==> config.mk <==
export PLATFORM = sky130hd
export DESIGN_NAME = midi_msg_parser_flat
export DESIGN_NICKNAME = d
export VERILOG_FILES = /design/src/rtl/midi_msg_parser_if.sv /design/src/rtl/midi_msg_parser.sv /design/src/flat_wrapper.sv
export SDC_FILE = /design/constraint.sdc
export NUM_CORES = 1
export LEC_CHECK = 0
export BUFFER_PORTS_ARGS = -buffer_cell sky130_fd_sc_hd__clkbuf_2
export CAP_MARGIN = 20
export CORE_MARGIN = 3
export CORE_UTILIZATION = 47
export CTS_CLUSTER_DIAMETER = 100
export DETAILED_ROUTE_END_ITERATION = 6
export PLACE_DENSITY = 0.75
export SYNTH_ARGS = -nofsm -noshare
export SYNTH_HDL_FRONTEND = slang
export SYNTH_SLANG_ARGS = --single-unit
==> constraint.sdc <==
create_clock -name i_clk -period 1.3 [get_ports i_clk]
set_clock_uncertainty 0.05 [all_clocks]
set_input_delay 0.13 -clock i_clk [delete_from_list [all_inputs] [get_ports i_clk]]
set_output_delay 0.13 -clock i_clk [all_outputs]
set_load 0.01 [all_outputs]
==> src/rtl/midi_msg_parser_if.sv <==
// Byte stream in from the MIDI UART receiver, assembled channel messages and real-time bytes out.
interface midi_msg_parser_if;
  logic       rx_byte_valid;
  logic [7:0] rx_byte;
  logic       msg_valid;
  logic [2:0] msg_type;
  logic [3:0] channel;
  logic [6:0] data1;
  logic [6:0] data2;
  logic       rt_valid;
  logic [7:0] rt_byte;

  modport master (
    output rx_byte_valid, rx_byte,
    input  msg_valid, msg_type, channel, data1, data2, rt_valid, rt_byte
  );

  modport slave (
    input  rx_byte_valid, rx_byte,
    output msg_valid, msg_type, channel, data1, data2, rt_valid, rt_byte
  );
endinterface

==> src/rtl/midi_msg_parser.sv <==
// MIDI channel-voice message assembler with running status; one-cycle latency, never stalls.
// Define MIDI_PARSER_RT_EN to forward real-time bytes F8..FF on the rt outputs.
module midi_msg_parser #(
  parameter int OMNI    = 1,
  parameter int CHANNEL = 0
) (
  input  logic               i_clk,
  input  logic               i_rst_n,
  midi_msg_parser_if.slave   bus
);

  typedef enum logic [1:0] {ST_IDLE, ST_D1, ST_D2, ST_SYSEX} state_t;

  state_t     r_state;
  logic [2:0] r_run_type;
  logic [3:0] r_run_chan;
  logic [6:0] r_data1;

  logic       r_msg_valid;
  logic [2:0] r_msg_type;
  logic [3:0] r_channel;
  logic [6:0] r_out_d1;
  logic [6:0] r_out_d2;

  logic       w_vld;
  logic [7:0] w_byte;
  logic       w_is_rt;
  logic       w_is_sys;
  logic       w_two_data;
  logic       w_accept;
  logic       w_emit;
  logic [6:0] w_emit_d1;
  logic [6:0] w_emit_d2;
  logic [2:0] w_emit_type;

  assign w_vld      = bus.rx_byte_valid;
  assign w_byte     = bus.rx_byte;
  assign w_is_rt    = (w_byte[7:3] == 5'b11111);
  assign w_is_sys   = (w_byte[7:4] == 4'hF);
  // Program change (Cx) and channel pressure (Dx) carry a single data byte
  assign w_two_data = (r_run_type != 3'd4) && (r_run_type != 3'd5);
  assign w_accept   = (OMNI != 0) || (r_run_chan == 4'(CHANNEL));

  assign w_emit      = w_vld && !w_byte[7] &&
                       (((r_state == ST_D1) && !w_two_data) || (r_state == ST_D2));
  assign w_emit_d1   = (r_state == ST_D2) ? r_data1 : w_byte[6:0];
  assign w_emit_d2   = (r_state == ST_D2) ? w_byte[6:0] : 7'd0;
  assign w_emit_type = ((r_run_type == 3'd1) && (w_emit_d2 == 7'd0)) ? 3'd0 : r_run_type;

  always_ff @(posedge i_clk) begin
    if (!i_rst_n) begin
      r_state     <= ST_IDLE;
      r_run_type  <= 3'd0;
      r_run_chan  <= 4'd0;
      r_data1     <= 7'd0;
      r_msg_valid <= 1'b0;
      r_msg_type  <= 3'd0;
      r_channel   <= 4'd0;
      r_out_d1    <= 7'd0;
      r_out_d2    <= 7'd0;
    end else begin
      r_msg_valid <= 1'b0;
      if (w_emit) begin
        r_msg_valid <= w_accept;
        if (w_accept) begin
          r_msg_type <= w_emit_type;
          r_channel  <= r_run_chan;
          r_out_d1   <= w_emit_d1;
          r_out_d2   <= w_emit_d2;
        end
      end

      if (w_vld && w_byte[7] && !w_is_rt) begin
        if (!w_is_sys) begin
          r_run_type <= w_byte[6:4];
          r_run_chan <= w_byte[3:0];
          r_state    <= ST_D1;
        end else begin
          r_run_type <= 3'd0;
          r_run_chan <= 4'd0;
          r_state    <= (w_byte == 8'hF0) ? ST_SYSEX : ST_IDLE;
        end
      end else if (w_vld && !w_byte[7]) begin
        case (r_state)
          ST_D1: begin
            r_data1 <= w_byte[6:0];
            if (w_two_data) r_state <= ST_D2;
          end
          ST_D2:   r_state <= ST_D1;
          default: ;
        endcase
      end
    end
  end

  assign bus.msg_valid = r_msg_valid;
  assign bus.msg_type  = r_msg_type;
  assign bus.channel   = r_channel;
  assign bus.data1     = r_out_d1;
  assign bus.data2     = r_out_d2;

`ifdef MIDI_PARSER_RT_EN
  logic       r_rt_valid;
  logic [7:0] r_rt_byte;

  always_ff @(posedge i_clk) begin
    if (!i_rst_n) begin
      r_rt_valid <= 1'b0;
      r_rt_byte  <= 8'd0;
    end else begin
      r_rt_valid <= w_vld && w_is_rt;
      if (w_vld && w_is_rt) r_rt_byte <= w_byte;
    end
  end

  assign bus.rt_valid = r_rt_valid;
  assign bus.rt_byte  = r_rt_byte;
`else
  assign bus.rt_valid = 1'b0;
  assign bus.rt_byte  = 8'd0;
`endif

endmodule
==> src/flat_wrapper.sv <==
// flat-port wrapper written by rule: the top's interface ports become plain ports
module midi_msg_parser_flat 
#(
  parameter int OMNI    = 1,
  parameter int CHANNEL = 0
)
  (i_clk, i_rst_n, bus_rx_byte_valid, bus_rx_byte, bus_msg_valid, bus_msg_type, bus_channel, bus_data1, bus_data2, bus_rt_valid, bus_rt_byte);
  midi_msg_parser_if bus_i ();
  input  logic i_clk;
  input  logic i_rst_n;
  input wire logic [$bits(bus_i.rx_byte_valid)-1:0] bus_rx_byte_valid;
  input wire logic [$bits(bus_i.rx_byte)-1:0] bus_rx_byte;
  output wire logic [$bits(bus_i.msg_valid)-1:0] bus_msg_valid;
  output wire logic [$bits(bus_i.msg_type)-1:0] bus_msg_type;
  output wire logic [$bits(bus_i.channel)-1:0] bus_channel;
  output wire logic [$bits(bus_i.data1)-1:0] bus_data1;
  output wire logic [$bits(bus_i.data2)-1:0] bus_data2;
  output wire logic [$bits(bus_i.rt_valid)-1:0] bus_rt_valid;
  output wire logic [$bits(bus_i.rt_byte)-1:0] bus_rt_byte;
  assign bus_i.rx_byte_valid = bus_rx_byte_valid;
  assign bus_i.rx_byte = bus_rx_byte;
  assign bus_msg_valid = bus_i.msg_valid;
  assign bus_msg_type = bus_i.msg_type;
  assign bus_channel = bus_i.channel;
  assign bus_data1 = bus_i.data1;
  assign bus_data2 = bus_i.data2;
  assign bus_rt_valid = bus_i.rt_valid;
  assign bus_rt_byte = bus_i.rt_byte;
  midi_msg_parser #(.OMNI(OMNI), .CHANNEL(CHANNEL)) u_core (.i_clk(i_clk), .i_rst_n(i_rst_n), .bus(bus_i));
endmodule
# Yosys cells after proc, flatten, opt, wreduce, memory -nomap -nowiden
# Index checks and enable logic that the tools add are counted.
op_classes:
  n_eq_ne: 9
  n_mux: 12
  bitwise_logic: 1
  n_reduce_logical: 16
ops:
  columns: ["cell", "count"]
  rows:
  - ["7-bit 2-to-1 mux", 2]
  - ["2-bit 2-to-1 mux", 5]
  - ["8-bit == test (second input constant)", 1]
  - ["1-bit logical AND", 7]
  - ["7-bit zero test", 1]
  - ["3-bit 2-to-1 mux", 2]
  - ["3-bit inequality test (second input constant)", 2]
  - ["3-bit AND reduction", 2]
  - ["5-bit == test (second input constant)", 1]
  - ["4-bit == test (second input constant)", 1]
  - ["4-bit 2-to-1 mux", 1]
  - ["2-bit one-hot mux with 2 select lines", 1]
  - ["3-bit by 1-bit == test with 1-bit output (second input constant)", 1]
  - ["1-bit zero test", 3]
  - ["3-bit by 2-bit inequality test with 1-bit output (second input constant)", 1]
  - ["3-bit nonzero test", 1]
  - ["2-bit by 1-bit == test with 1-bit output (second input constant)", 1]
  - ["2-bit == test (second input constant)", 1]
  - ["2-bit nonzero test", 1]
  - ["1-bit logical OR", 1]
  - ["1-bit 2-to-1 mux", 1]
  - ["1-bit inverter", 1]
word_totals:
  register_bits: 38
  inputBits: 11
  out_inout_bits: 31
  elab_cells: 47

# Logic depth before layout (Yosys ltp)
# Gate-level depths: netlist of run 1.
logic_depth:
  depth_word: 7
  depth_mapped: 6
  mapped_depth_nobuf: 4

# Least setup slack after synthesis of run 1
# Ideal clock, no wire load.
synth_timing:
  path_kind: "register -> register"
  from: "register u_core.r_state[1]"
  to: "register u_core.r_out_d1[0] (netlist: u_core.bus.data1[0])"
  setup_time_ns: 0.116
  arrival_ns: 1.228
  required_time_ns: 1.134
  path_slack_ns: -0.094
  path_stages_with_launch: 6
  n_path_buf: 2
  period_less_slack_ns: 1.394
  path_cell_list: "dfxtp_1 and4bb_4 buf_6 a31o_4 buf_6 o211a_1"
synth_between:
  elab_chain_cells: 4
  elab_cells_between_ends: 6
  classes_between: "2 x eq/ne; 1 x mux; 3 x reduce/logical"
synth_rtl:
  columns: ["element", "line", "text"]
  rows:
  - ["from (decl)", "midi_msg_parser.sv:14", "state_t r_state;"]
  - ["from (signal assigned)", "midi_msg_parser.sv:81", "r_state <= (w_byte == 8'hF0) ? ST_SYSEX : ST_IDLE;"]
  - ["2-bit by 1-bit == test with 1-bit output", "midi_msg_parser.sv:45", "(((r_state == ST_D1) && !w_two_data) || (r_state == ST_D2));"]
  - ["1-bit logical AND", "midi_msg_parser.sv:45", null]
  - ["1-bit logical OR", "midi_msg_parser.sv:45", null]
  - ["1-bit logical AND", "midi_msg_parser.sv:44", "assign w_emit = w_vld && !w_byte[7] &&"]
  - ["to (signal assigned)", "midi_msg_parser.sv:68", "r_out_d1 <= w_emit_d1;"]
  - ["to (decl)", "midi_msg_parser.sv:22", "logic [6:0] r_out_d1;"]
# Several ways; a longest one is shown, not always the timed one.
# A chain may end at the register's enable or synchronous reset.

# Worst setup path after layout of run 1
layout_timing:
  from: "register u_core.r_state[1]"
  to: "register u_core.r_out_d1[2] (netlist: u_core.bus.data1[2])"
# Same word-level chain as after synthesis.

==> results of run 1 <==
-- path summary, 6_finish.rpt --
| path | startpoint | end | slack [ns] | cells after the start |
|---|---|---|---|---|
| worst max-delay path | u_core.r_state[1]$_SDFFE_PN0P_ | u_core.bus.data1[2]$_SDFFE_PN0P_ | -0.07 | 4 |
| worst min-delay path | bus_rx_byte[1] | u_core.r_run_chan[1]$_SDFFE_PN0P_ | 0.14 | 4 |
| worst min register to register | u_core.bus.channel[2]$_SDFFE_PN0P_ | u_core.bus.channel[2]$_SDFFE_PN0P_ | 0.42 | 2 |
| worst max register to register | u_core.r_state[1]$_SDFFE_PN0P_ | u_core.bus.data1[2]$_SDFFE_PN0P_ | -0.07 | 4 |
-- placed cells by master, fill, tap and decap left out, drive strengths merged, types with 3 or more instances in the layout --
master / instances
a21oi: 3
mux2i: 14
nand2: 20
conb: 9
a22oi: 13
a21boi: 5
clkbuf: 38
dfxtp: 38
buf: 21
inv: 3
o211a: 7
nor2b: 20
-- metal layers --
layer  wire (µm)  part of all wire (%)  track usage (%)  vias to the layer above
met5           0                     0                0                        -
met4          91                   2.4             8.55                        0
met1        1620                    42             19.5                      643
li1            -                     -                -                      674
met2        1930                    50             32.9                       31
met3         195                   5.1             5.27                       10
-- worst max-delay path, delay by kind of cell (launching register included) --
family,cells,cell delay (ns)
AO/OA/AOI/OAI,2,0.40
AND/OR/NAND/NOR,2,0.48
flip-flops,1,0.34
-- cell families after synthesis --
family	Yosys count	synth area share [%]
other cells	1	0.223
mux	14	8.34
buf+inv	23	8.79
compound gates	37	19.3
flops	38	45.3
simple gates	54	18.1
-- registers in the layout, indices dropped and copies added (netlist names) --
register and flops:
u_core.bus.data1 7, u_core.bus.msg_valid 1, u_core.bus.channel 4, u_core.r_data1 7, u_core.r_run_type 3, u_core.r_run_chan 4, u_core.bus.msg_type 3, u_core.r_state 2
u_core.bus.data2 7
-- what timing repair did --
| action | CTS | global route |
|---|---|---|
| pin swaps | 2 | 5 |
| setup endpoints to repair | 21 | 30 |
| gates resized for setup | 2 | 20 |
| cloned | 1 | 0 |
| buffers inserted | 0 | 3 |
-- power breakdown --
group / switching [mW] / leakage [nW] / total (mW) / internal (mW)
clock network: 0.384 / 0.0343 / 0.644 / 0.260
registers: 0.0184 / 0.309 / 1.21 / 1.19
logic: 0.110 / 0.626 / 0.208 / 0.0982
total: 0.512 / 0.969 / 2.06 / 1.55
-- final cells by class --
class	count	area (µm²)	share of cell area [%]
clock inverter	2	12.5	0.584
inverter	3	11.3	0.526
sequential	38	764	35.7
tap	46	57.6	2.69
multi-input combinational	115	882	41.2
clock buffer	6	51.3	2.40
timing repair buffer	53	362	16.9
==> summary.txt, run 1 <==
Floorplanning
  • Die height: 65.8 µm
  • IO Pins: 42
  • Die ar.: approximately 0.0043 mm²
  • Starting Density: 49.6%
  • Die Wd: 65.8 µm
  • # rows: 21
  • Core area: about 0.0034 mm²

Yosys
  • Synth unique cells: 34
  • Number of synthesized register bits: 38
  • Share of the synthesized area in the top cell type: 45.3%
  • Area leader, netlist: dfxtp_1
  • Share of flip-flops with an asynchronous set or reset: 0%
  • Post-synthesis sequential area ratio: 45.3%
  • Yosys warning count: 0
  • EDFF count, synth: 0
  • Gate Count Post-Synth: 167
  • Post-Syn Area: 0.00168 mm²
  • Most common cell in the synthesized netlist: dfxtp_1
  • Most instantiated cells after synthesis: 38 x dfxtp_1, 20 x nand2_1, 20 x nor2b_1
  • Prevailing post-synth register cell: dfxtp_1
  • Syn Area/Cell: just over 10 µm²
  • Ranking of synthesized cells by area: dfxtp_1 45%, mux2i_1 8.3%, nor2b_1 7.4%, a22oi_1 5.8%, buf_4 4.5%

Global routing
  • Largest net degree at the start of global routing: 21
  • GRT Total Usage: 18.3%
  • Vias in the first global route: 1382
  • Total gr overflow: 0
  • Initial antenna violation count: 0
  • First-pass GRT wire length: 5980 µm

Timing
  • Max Freq: 0.730 GHz
  • Final worst path period need: 1.37 ns
  • Worst Hold Slack: ~0.14 ns
  • Final Cycle Share: 105%
  • Final setup margin: -0.0700 ns
  • Sum Neg Setup Slack: -1.01 ns
  • Final-report max-slew violation count: 0
  • Final hold vios: 0
  • Setup violators final: 25
  • RSZ-0062 raised after global routing: true

Clock tree
  • Root buffer cell: clkbuf_4
  • CTS tree: built
  • Hold_buf cts: 0
  • Worst-Skew Late Latency: 0.35 ns
  • H-Tree Depth: 2
  • Clock buffer depth: 2
  • Clock-pin slew on the worst setup and hold paths: 0.11 ns
  • CTS sink cnt: 38
  • TritonCTS buffer count: 5

Placed design
  • DP Worst Slack: -0.0559 ns
  • Post-DP HPWL: approximately 2600 µm
  • I/O Buffers: 32
  • GPL Wtd Cong: 0.806
  • Post-Place Cells: 251
  • Dpl cell area: slightly below 0.002 mm²

Job
  • Total of max-cap violations: 0

Worst setup path
  • Worst Path Max Fanout: 11
  • Crit-path cells: and4bb_4 -> a31o_4 -> nand2_1 -> o211a_1
  • Slowest stage cell, crit path: and4bb_4
  • WP data arrival: 1.57 ns
  • CP Capture Type: flop
  • Nature of the critical path startpoint: flop
  • Required @ worst endpoint: 1.50 ns
  • Setup Crit Path Kind: reg -> reg
  • Crit-path max cell delay: about 0.4 ns

Layout
  • Fin util: a little over three fifths
  • Layout cells sized above 1: 41.9%
  • # diodes: 0
  • Post-Layout Cell Count: 263
  • P&R area growth vs syn: 27.4%
  • Final Cell Area: 0.00214 mm²
  • Fill count: 273
  • Post-layout nets: 227

Drt
  • WL/cell: 14.6 µm
  • Antenna viol nets, final: 0
  • # DRC: 0
  • Via-to-Cell Ratio: 5.16
  • Via count: 1358
  • First DRT Iteration DRCs: 33
  • Final WL: ~3800 µm
  • Detailed Routing Iterations Pass 1: 4

Pwr
  • Final Total Pwr: about 2 mW
  • Max rail drop VDD: 0.717 mV
  • Lkg Pwr: 0.969 nW
  • Power Density: 961 mW/mm²

Outcome
  • Failing checks: setup timing
  • Status: finished with violations

Worst hold path
  • Worst hold path type: in -> reg
Power figures use the tool's default switching activity.
==> inputs of run 2 (changes only) <==
Settings changed: ABC_AREA set to 1, CORE_UTILIZATION 47 to 44, PLACE_DENSITY 0.75 to 0.71.
==> summary.txt, run 2 <==
Clock tree
  • CTS sink cnt: 38
  • Root buffer cell: clkbuf_8
  • Clock-pin slew on the worst setup and hold paths: 0.07 ns
  • H-Tree Depth: 2
  • TritonCTS buffer count: 5
  • Worst-Skew Late Latency: just under 0.3 ns
  • Clock buffer depth: 2
  • CTS tree: built
  • Hold_buf cts: 0

Drt
  • Via-to-Cell Ratio: roughly 4.7
  • Detailed Routing Iterations Pass 1: 4
  • Antenna viol nets, final: 0
  • First DRT Iteration DRCs: 112
  • Via count: 1531
  • # DRC: 0
  • Final WL: 3810 µm
  • WL/cell: roughly 12 µm

Yosys
  • Area leader, netlist: dfxtp_1
  • Post-synthesis sequential area ratio: 44.8%
  • EDFF count, synth: 0
  • Syn Area/Cell: 7.25 µm²
  • Ranking of synthesized cells by area: dfxtp_1 45%, nand2_1 13%, nor2_1 7.1%, o21ai_0 6.2%, a21oi_1 5.6%
  • Prevailing post-synth register cell: dfxtp_1
  • Synth unique cells: 23
  • Number of synthesized register bits: 38
  • Most instantiated cells after synthesis: 61 x nand2_1, 38 x dfxtp_1, 32 x nor2_1
  • Most common cell in the synthesized netlist: nand2_1
  • Share of flip-flops with an asynchronous set or reset: 0%
  • Post-Syn Area: 0.00170 mm²
  • Share of the synthesized area in the top cell type: 44.8%
  • Gate Count Post-Synth: 234
  • Yosys warning count: 0

Worst setup path
  • Slowest stage cell, crit path: dfxtp_4
  • Setup Crit Path Kind: reg -> reg
  • CP Capture Type: flop
  • WP data arrival: 1.36 ns
  • Reg2Reg Depth: 7
  • Critical R2R Capture: u_core.r_data1[5]$_SDFFE_PN0P_
  • Nature of the critical path startpoint: flop
  • Crit-path max cell delay: 0.36 ns
  • R2R Path Start: u_core.r_state[1]$_SDFFE_PN0P_
  • Worst Path Max Fanout: 10
  • Required @ worst endpoint: 1.42 ns
  • Crit path to: u_core.r_data1[5]$_SDFFE_PN0P_
  • Crit-path cells: inv_2 -> nand2_2 -> nor2_4 -> buf_4 -> inv_1 -> o21ai_0 -> a21oi_1
  • R2R Setup Slk: ~0.060 ns
  • Worst setup startpoint: u_core.r_state[1]$_SDFFE_PN0P_

Floorplanning
  • IO Pins: 42
  • Starting Density: 48.2%
  • Die height: 68.1 µm
  • Die ar.: 0.00464 mm²
  • Core area: 0.00352 mm²
  • # rows: 21
  • Die Wd: a little under 70 µm

Global routing
  • Vias in the first global route: between 1000 and 1500
  • GRT Total Usage: 17.7%
  • First-pass GRT wire length: around 6100 µm
  • Largest net degree at the start of global routing: 22
  • Initial antenna violation count: 0
  • Total gr overflow: 0

Timing
  • Final worst path period need: 1.24 ns
  • Max Freq: 0.807 GHz
  • RSZ-0062 raised after global routing: false
  • Final hold vios: 0
  • Sum Neg Setup Slack: 0 ns
  • Setup violators final: 0
  • Final-report max-slew violation count: 0
  • Final Cycle Share: 95.4%

Pwr
  • Max rail drop VDD: about 0.55 mV
  • Lkg Pwr: a little under 1 nW
  • Power Density: 1140 mW/mm²

Layout
  • # diodes: 0
  • Commonest non-fill, non-tap cells in the layout: 60 x nand2_1, 36 x dfxtp_1, 32 x clkbuf_2
  • P&R area growth vs syn: 21.1%
  • Post-Layout Cell Count: 323
  • Commonest non-fill, non-tap cell in the layout: nand2_1
  • Layout cells sized above 1: a little over a quarter
  • Fill count: 364
  • Post-layout nets: ~290

Worst hold path
  • Worst hold path type: in -> reg

Placed design
  • Post-DP HPWL: 2730 µm
  • GPL Wtd Cong: about 0.89
  • Post-Place Cells: 312
  • I/O Buffers: 32

Job
  • Total of max-cap violations: 0

Outcome
  • Status: completed
==> run 2: worst max-delay path: cells and delay by family (launching register included) <==
kind	cells	cell delay, ns
AOI/OAI and AO/OA	2	0.20
buffers and inverters	3	0.33
and+or+nand+nor	2	0.18
DFF	1	0.36
==> run 2: through the flow <==
stage	util [%]	power (mW)	worst slack (ns)	hold WS (ns)	instance area [µm²]
after floorplan	-	1.44	0.108	0.215	1730
after global placement	53.5	1.51	0.00800	0.361	1880
after detailed placement	53.5	1.51	-0.00636	0.359	1880
after CTS	56.3	2.34	0.00370	0.0536	1980
after global routing	58.4	2.44	0.000401	0.0694	2050
final	58.4	2.34	0.0602	0.0556	2050
==> run 2: worst min path at each step <==
stage,from,end,slack (ns),cells after the start
finish,bus_rx_byte[2],u_core.bus.data2[2]$_SDFFE_PN0P_,0.06,3
global route,bus_rx_byte[2],u_core.bus.data2[2]$_SDFFE_PN0P_,0.07,3
CTS,bus_rx_byte[2],u_core.bus.data2[2]$_SDFFE_PN0P_,0.05,3
detailed placement,bus_rx_byte[2],u_core.bus.data2[2]$_SDFFE_PN0P_,0.36,3
global placement,bus_rx_byte[2],u_core.bus.data2[2]$_SDFFE_PN0P_,0.36,3
floorplan,bus_rx_byte[0],u_core.r_data1[0]$_SDFFE_PN0P_,0.21,2
==> run 2: area by class of cell <==
cell class                      count  area, µm²  area share, %
Multi-Input combinational cell    167        786           38.2
Sequential cell                    38        766           37.3
Timing Repair Buffer               45        269           13.1
Clock buffer                        6       82.6           4.02
Inverter                           19       81.3           3.96
Tap cell                           46       57.6           2.80
Clock inverter                      2       12.5          0.609
==> run 2: what timing repair did <==
| action | CTS | global route |
|---|---|---|
| resized for setup | 1 | 25 |
| buffers inserted | 0 | 3 |
| pin swaps | 0 | 5 |
| endpoints found under the setup margin | 4 | 24 |
==> run 2: cell families (layout without fill, tap and decap cells) <==
group	count (synthesis)	after routing	synth area share, %
AOI/OAI and AO/OA	48	48	15.5
DFF	38	38	44.8
and+or+nand+nor	110	110	26.9
other	1	9	0.221
buffers and inverters	37	72	12.5
==> run 2: power breakdown <==
| group | switching, mW | internal, mW | total [mW] | leakage (nW) |
|---|---|---|---|---|
| logic | 0.184 | 0.101 | 0.286 | 0.620 |
| registers | 0.0237 | 1.20 | 1.23 | 0.309 |
| clock network | 0.401 | 0.426 | 0.827 | 0.0472 |
| total | 0.609 | 1.73 | 2.34 | 0.977 |
==> run 2: per-layer routing <==
metal / routed length [µm] / global-route usage (%) / up-vias
li1: - / - / 807
met1: 1800 / 23.3 / 675
met2: 1730 / 27.4 / 47
met3: 260 / 6.08 / 2
met4: 21 / 5.21 / 0
met5: 0 / 0 / -
